## src/rtl/mac3_window.sv

```systemverilog
// Sliding three-sample multiply-accumulate (a*b+c) over a valid-qualified stream.
// Build option: define MAC3_SAT_EN to saturate data_out on overflow instead of wrapping.
module mac3_window #(
    parameter int WIDTH = 32,
    parameter int OUT_W = 32,
    parameter int CNT_W = 16
) (
    input  logic             clk,
    input  logic             rst_n,
    input  logic             validi,
    input  logic [WIDTH-1:0] data_in,
    input  logic             clr,
    output logic             valido,
    output logic [OUT_W-1:0] data_out,
    output logic             ovf,
    output logic [CNT_W-1:0] result_cnt,
    output logic [1:0]       dbg_state,
    output logic [WIDTH-1:0] dbg_window_oldest
);
    // Handshake: validi qualifies data_in for one cycle; valido is a one-cycle
    // pulse per result with no ready, so the consumer must take every pulse.

    typedef enum logic [1:0] {EMPTY = 2'd0, ONE = 2'd1, TWO = 2'd2, FULL = 2'd3} fill_t;

    localparam int FW = 2 * WIDTH + 1;

    fill_t            state;
    logic [WIDTH-1:0] s0, s1, s2;
    logic [FW-1:0]    full;
    logic [OUT_W-1:0] res_d;
    logic             wide;
    logic             issue;

    // s1 is the sample two valid cycles back, s0 the previous one.
    assign full  = FW'(s1) * FW'(s0) + FW'(data_in);
    assign issue = validi && !clr && (state == TWO || state == FULL);

    generate
        if (OUT_W < FW) begin : g_ovf
            assign wide = |full[FW-1:OUT_W];
        end else begin : g_no_ovf
            assign wide = 1'b0;
        end
    endgenerate

`ifdef MAC3_SAT_EN
    assign res_d = wide ? '1 : full[OUT_W-1:0];
`else
    assign res_d = full[OUT_W-1:0];
`endif

    assign dbg_state         = state;
    assign dbg_window_oldest = s2;

    always_ff @(posedge clk or negedge rst_n) begin
        if (!rst_n) begin
            state      <= EMPTY;
            s0         <= '0;
            s1         <= '0;
            s2         <= '0;
            valido     <= 1'b0;
            data_out   <= '0;
            ovf        <= 1'b0;
            result_cnt <= '0;
        end else begin
            valido <= issue;
            ovf    <= issue && wide;
            if (issue) begin
                data_out   <= res_d;
                result_cnt <= result_cnt + CNT_W'(1);
            end

            // clr wins over validi: the sample is dropped and the window emptied.
            if (clr) begin
                state <= EMPTY;
                s0    <= '0;
                s1    <= '0;
                s2    <= '0;
            end else if (validi) begin
                s2 <= s1;
                s1 <= s0;
                s0 <= data_in;
                case (state)
                    EMPTY:   state <= ONE;
                    ONE:     state <= TWO;
                    default: state <= FULL;
                endcase
            end else begin
                state <= EMPTY;
            end
        end
    end

endmodule

```

## config.mk

```make
export PLATFORM = sky130hd
export DESIGN_NAME = mac3_window
export DESIGN_NICKNAME = d
export VERILOG_FILES = /design/src/rtl/mac3_window.sv
export SDC_FILE = /design/constraint.sdc
export NUM_CORES = 2
export LEC_CHECK = 0
export BUFFER_PORTS_ARGS = -buffer_cell sky130_fd_sc_hd__buf_2
export CAP_MARGIN = 10
export CELL_PAD_IN_SITES_DETAIL_PLACEMENT = 0
export CELL_PAD_IN_SITES_GLOBAL_PLACEMENT = 1
export CORE_UTILIZATION = 50
export CTS_CLUSTER_DIAMETER = 50
export DETAILED_ROUTE_END_ITERATION = 12
export GPL_TIMING_DRIVEN = 0
export PLACE_DENSITY = 0.78
export SYNTH_ARGS = -nofsm -noshare
export SYNTH_HDL_FRONTEND = slang
export SYNTH_SLANG_ARGS = --single-unit
```

## constraint.sdc

```tcl
create_clock -name clk -period 23.7 [get_ports clk]
set_clock_uncertainty 0.05 [all_clocks]
set_input_delay 7.11 -clock clk [delete_from_list [all_inputs] [get_ports clk]]
set_output_delay 7.11 -clock clk [all_outputs]
set_load 0.05 [all_outputs]
```

* Word-level counts from Yosys, hierarchy flattened
Cells that the tools add are included. Widths: inputs -> output; s select.
Operators by class: add/subtract/negate cells 2, multiply operators 1, div/mod/pow operators 0, $lt $le $gt $ge 0, eq/ne operators 3, shifts and indexed selects 0, mux-type cells 9, bitwise logic cells 0, reduce and logical (&&, ||, !) cells 8
Operators by type and width (number):
- $mux 32 | 6
- $add 64x32->65 | 1
- $mul 32x32->64 | 1
- $reduce_or 33->1 | 1
- $add 16x1->16 const B | 1
- $eq 2x2->1 const B | 2
- $mux 2 | 2
- $pmux 2 s2 | 1
- $logic_and 1x1->1 | 3
- $eq 2x1->1 const B | 1
- $logic_not 2->1 | 1
- $reduce_bool 2->1 | 1
- $logic_not 1->1 | 1
- $logic_or 1x1->1 | 1
Word-level totals: bits in registers 148, latch bits 0, memory bits (writable) 0, memory bits (read-only) 0, bits of input ports 36, output and inout bits 84, logic and storage cells 31, memories 0

* Longest topological paths before layout
depth in word-level cells 4, depth in mapped cells 29, gate-level depth less buffers 27

* Worst setup path before layout
No wires, ideal clock.
kind input-to-reg, start point in data_in[29], end point reg ovf, library setup time 0.136 ns, arrival 13.619 ns, data required time 23.514 ns, path slack 9.894 ns, stages on the path 25, path buffers 1, cells stage by stage inv_1 -> fa_1 -> fa_1 -> fa_1 -> fa_1 -> inv_1 -> fa_1 -> fa_1 -> fa_1 -> inv_1 -> fa_1 -> inv_1 -> ha_1 -> buf_2 -> a21o_1 -> a21o_1 -> a221oi_2 -> o21ai_1 -> a221o_1 -> nor2_1 -> o21ai_1 -> a21oi_1 -> xnor2_1 -> nor4_1 -> a31oi_1
On the way: longest elaborated chain between the ends 3
RTL lines:
- start: declaration | RTL line 11 | input logic [WIDTH-1:0] data_in,
- $add 64x32->65 | RTL line 35 | assign full = FW'(s1) * FW'(s0) + FW'(data_in);
- $reduce_or 33->1 | RTL line 40 | assign wide = |full[FW-1:OUT_W];
- $logic_and 1x1->1 | RTL line 67 | ovf <= issue && wide;
- end signal: assignment | RTL line 67
- end: declaration | RTL line 15 | output logic ovf,
Every way passes these cells. A chain may end at the register's enable or synchronous reset.

* Worst setup path in the final report
start point in data_in[31], end point reg ovf
The elaborated chain is that of the path after synthesis.

==> impl_metrics.yaml <==
global_route:
  grt_start_max_net_pins: 89
  use_met3: 0.0782
  globalRouteMet2Util: 0.549
  grt_use_total: 0.356
  antenna_found_initial: 15
  grt_pass1_wl_mm: 209
  busiest_layer: "met2"
  grt_pass1_vias: 32200
  gr-total-overflow: 0
  grt_use_met1: 0.472
clock_tree:
  cts_hold_buf: 0
  clock-sinks: 148
  post_cts_resized: 0
  root_buffer: "clkbuf_16"
  tritoncts: "yes"
  cts_made_buffers: 17
  cts-htree-levels: 4
  max-clock-path-buffers: 2
  clk_pin_slew_ns: 0.07
  clk_latency_ns: 0.47
  cts_setup_buffers: 0
drt:
  postRouteAntennaNets: 0
  post_drt_wl_per_cell_um: 25.7
  dr.pass1.iters: 6
  avgViaCountPerCell: 5.68
  via_count: 30600
  drcViolationCount: 0
  wirelength_mm: 139
  first_iter_violations: 3081
synthesis:
  synth_top_family_by_area: "adder cells"
  synth_nets: 5429
  synth.most_common_cell: "fa_1"
  synth-seq-cells: 148
  synthFlopType: "dfrtp_1"
  synthArstFlopShare: 1.00
  seq_area_frac_synth: 0.0932
  synth-compound-area-share: 0.0454
  synth_common_cells: "fa_1, inv_1, nand2_1"
  syn_inst: 4194
  yosys_warnings: 0
  synth.avg_cell_area_um2: 9.47
  synth_xor_xnor_area_share: 0.0123
  synth_top_area_share: 0.468
  muxShareOfSynthArea: 0.0255
  synth.area.top_cells: "fa_1, dfrtp_1, and2_1"
  synth_top_cell_by_area: "fa_1"
  synth.distinct_cells: 71
  synth_simple_gate_area_frac: 0.177
  synthAdderAreaFrac: 0.553
  synth-edff-count: 0
  synth_area_um2: 39700
worst_hold_path:
  hold_path_depth: 2
  min-delay-path-class: "flip-flop to flip-flop"
worst_setup_path:
  required_ns: 23.97
  crit_fanout: 10
  critPathArrivalTime_ns: 15.15
  path_class: "input port to flip-flop"
  cp-end-kind: "flip-flop"
  critPathLaunchType: "input port"
  reg2reg_depth: 24
die:
  die_area_um2: 80600
  fp.dieW_um: 284
  fp.dieH_um: 284
  start_util: 0.509
  num_rows: 102
  core_um2: 78000
  io_pins: 120
power_and_ir_drop:
  ir_drop_uv: 55.6
  p_clk_frac: 0.224
  p_sw_mw: 0.635
  p_per_area_nw_per_um2: 30.4
  p_sw_frac: 0.495
  p_int_mw: 0.649
  p_comb_frac: 0.531
  seq_power_share: 0.245
  p_leak_nw: 18.2
  power_mw: 1.28
timing:
  drv_slew: 0
  slew_headroom: 0.269
  fin_ws_ns: 8.82
  period_needed_ns: 14.88
  rsz0062_at_grt: "false"
  tightestPinTransition_ns: 1.10
  tns_ns: 0
  fin_hold_ws_ns: 0.427
  finalCritPeriodShare: 0.628
  hold_viol: 0
  max_freq_ghz: 0.0672
  setup_violations: 0
layout:
  nets: 5566
  layout-drive-gt1-share: 0.0412
  fillerInstances: 7234
  multiInputGateArea_um2: 32300
  area_growth_pct: 6.37
  ff_latch_area_um2: 3700
place:
  place_congestion: 1.02
  port_buffers: 117
  hpwl_mm: 119
  place_worst_setup_slack_ns: 8.57
status:
  status: "finished clean"
job:
  max-cap-violations: 0
[routing by layer]
metal / routed length, um / vias to the layer above
met2: 62100 / 1493
li1: - / 12900
met1: 54400 / 15900
met4: 8930 / 8
met5: 60 / -
met3: 13300 / 399
[worst paths after layout]
path / from / end / slack (ns)
max: data_in[31] / ovf / 8.82
min: data_out[26] / data_out[26] / 0.43
max reg2reg: s0[2] / ovf / 14.02
min reg2reg: data_out[26] / data_out[26] / 0.43
max in group asynchronous: rst_n / s1[0] / 16.07
min in group asynchronous: rst_n / s0[5] / 6.67
[kinds of logic after synthesis]
logic type	after synthesis
compound gates	274
xor+xnor	56
fa+ha+maj	1199
buf+inv	984
flops	148
mux	101
simple gates	1432
[flip-flops by register name (all words and copies together), names as in the netlist]
| name | count |
|---|---|
| dbg_window_oldest | 32 |
| s1 | 32 |
| dbg_state | 2 |
| s0 | 32 |
| data_out | 32 |
| valido | 1 |
| ovf | 1 |
| result_cnt | 16 |
[cells in the final DEF (no fill, tap or decap), types with 4 or more instances in the layout]
cell and count:
a211oi_1 9, a21o_1 21, a21oi_1 71, a21oi_2 4, a31oi_1 9, and2_1 552
and3_1 7, and4_1 4, buf_1 4, buf_2 125, clkbuf_1 236, clkbuf_16 17
dfrtp_1 148, diode_2 8, fa_1 929, ha_1 270, inv_1 733, inv_6 4
mux2i_1 100, nand2_1 610, nand2b_1 6, nand3_1 29, nand4_1 27, nor2_1 157
nor3_1 12, nor4_1 7, o2111ai_1 6, o211ai_1 10, o21a_1 15, o21ai_0 59
o21ai_1 13, o21bai_1 7, o31ai_1 8, or2_2 4, or3_1 4, xnor2_1 35
xor2_1 21
[cell type report]
type,instances,area share
inverter,733,0.0651
timing repair buffer,118,0.0147
clock buffer,19,0.0105
sequential,148,0.0876
multi-input combinational,3062,0.764
buffer,251,0.0229
antenna,8,0.000474
clock inverter,13,0.00346
tap,1040,0.0308
[critical path: stages]
cell and delay (ns):
buf_2 0.17, inv_1 0.09, fa_1 0.51, fa_1 0.58
fa_1 0.51, fa_1 0.51, fa_1 0.52, fa_1 0.60
fa_1 0.52, fa_1 0.64, inv_1 0.07, ha_1 0.30
clkbuf_1 0.36, a21oi_1 0.15, o21ai_0 0.33, a211oi_1 0.10
o31ai_1 0.60, a2111oi_1 0.18, a211oi_1 0.50, xnor2_1 0.20
o21ai_0 0.18, nor4_1 0.31, a31oi_1 0.12
[metrics by stage]
step | std cells | utilization | cell area [um^2]
after floorplan | 4194 | - | 39700
final | 5392 | 0.542 | 42300
after detailed placement | 5352 | 0.534 | 41600
after global routing | 5384 | 0.542 | 42200
after global placement | 5351 | 0.534 | 41600
after CTS | 5384 | 0.542 | 42200
[power groups by stage]
stage	combinational [mW]	sequential, mW	clock (mW)
2_1_floorplan	0.357	0.383	0
3_3_place_gp	0.668	0.317	0
3_5_place_dp	0.670	0.317	0
4_1_cts	0.676	0.313	0.291
5_1_grt	0.731	0.317	0.301
6_report	0.682	0.315	0.288
No activity file was read; power rests on OpenSTA's default activity.
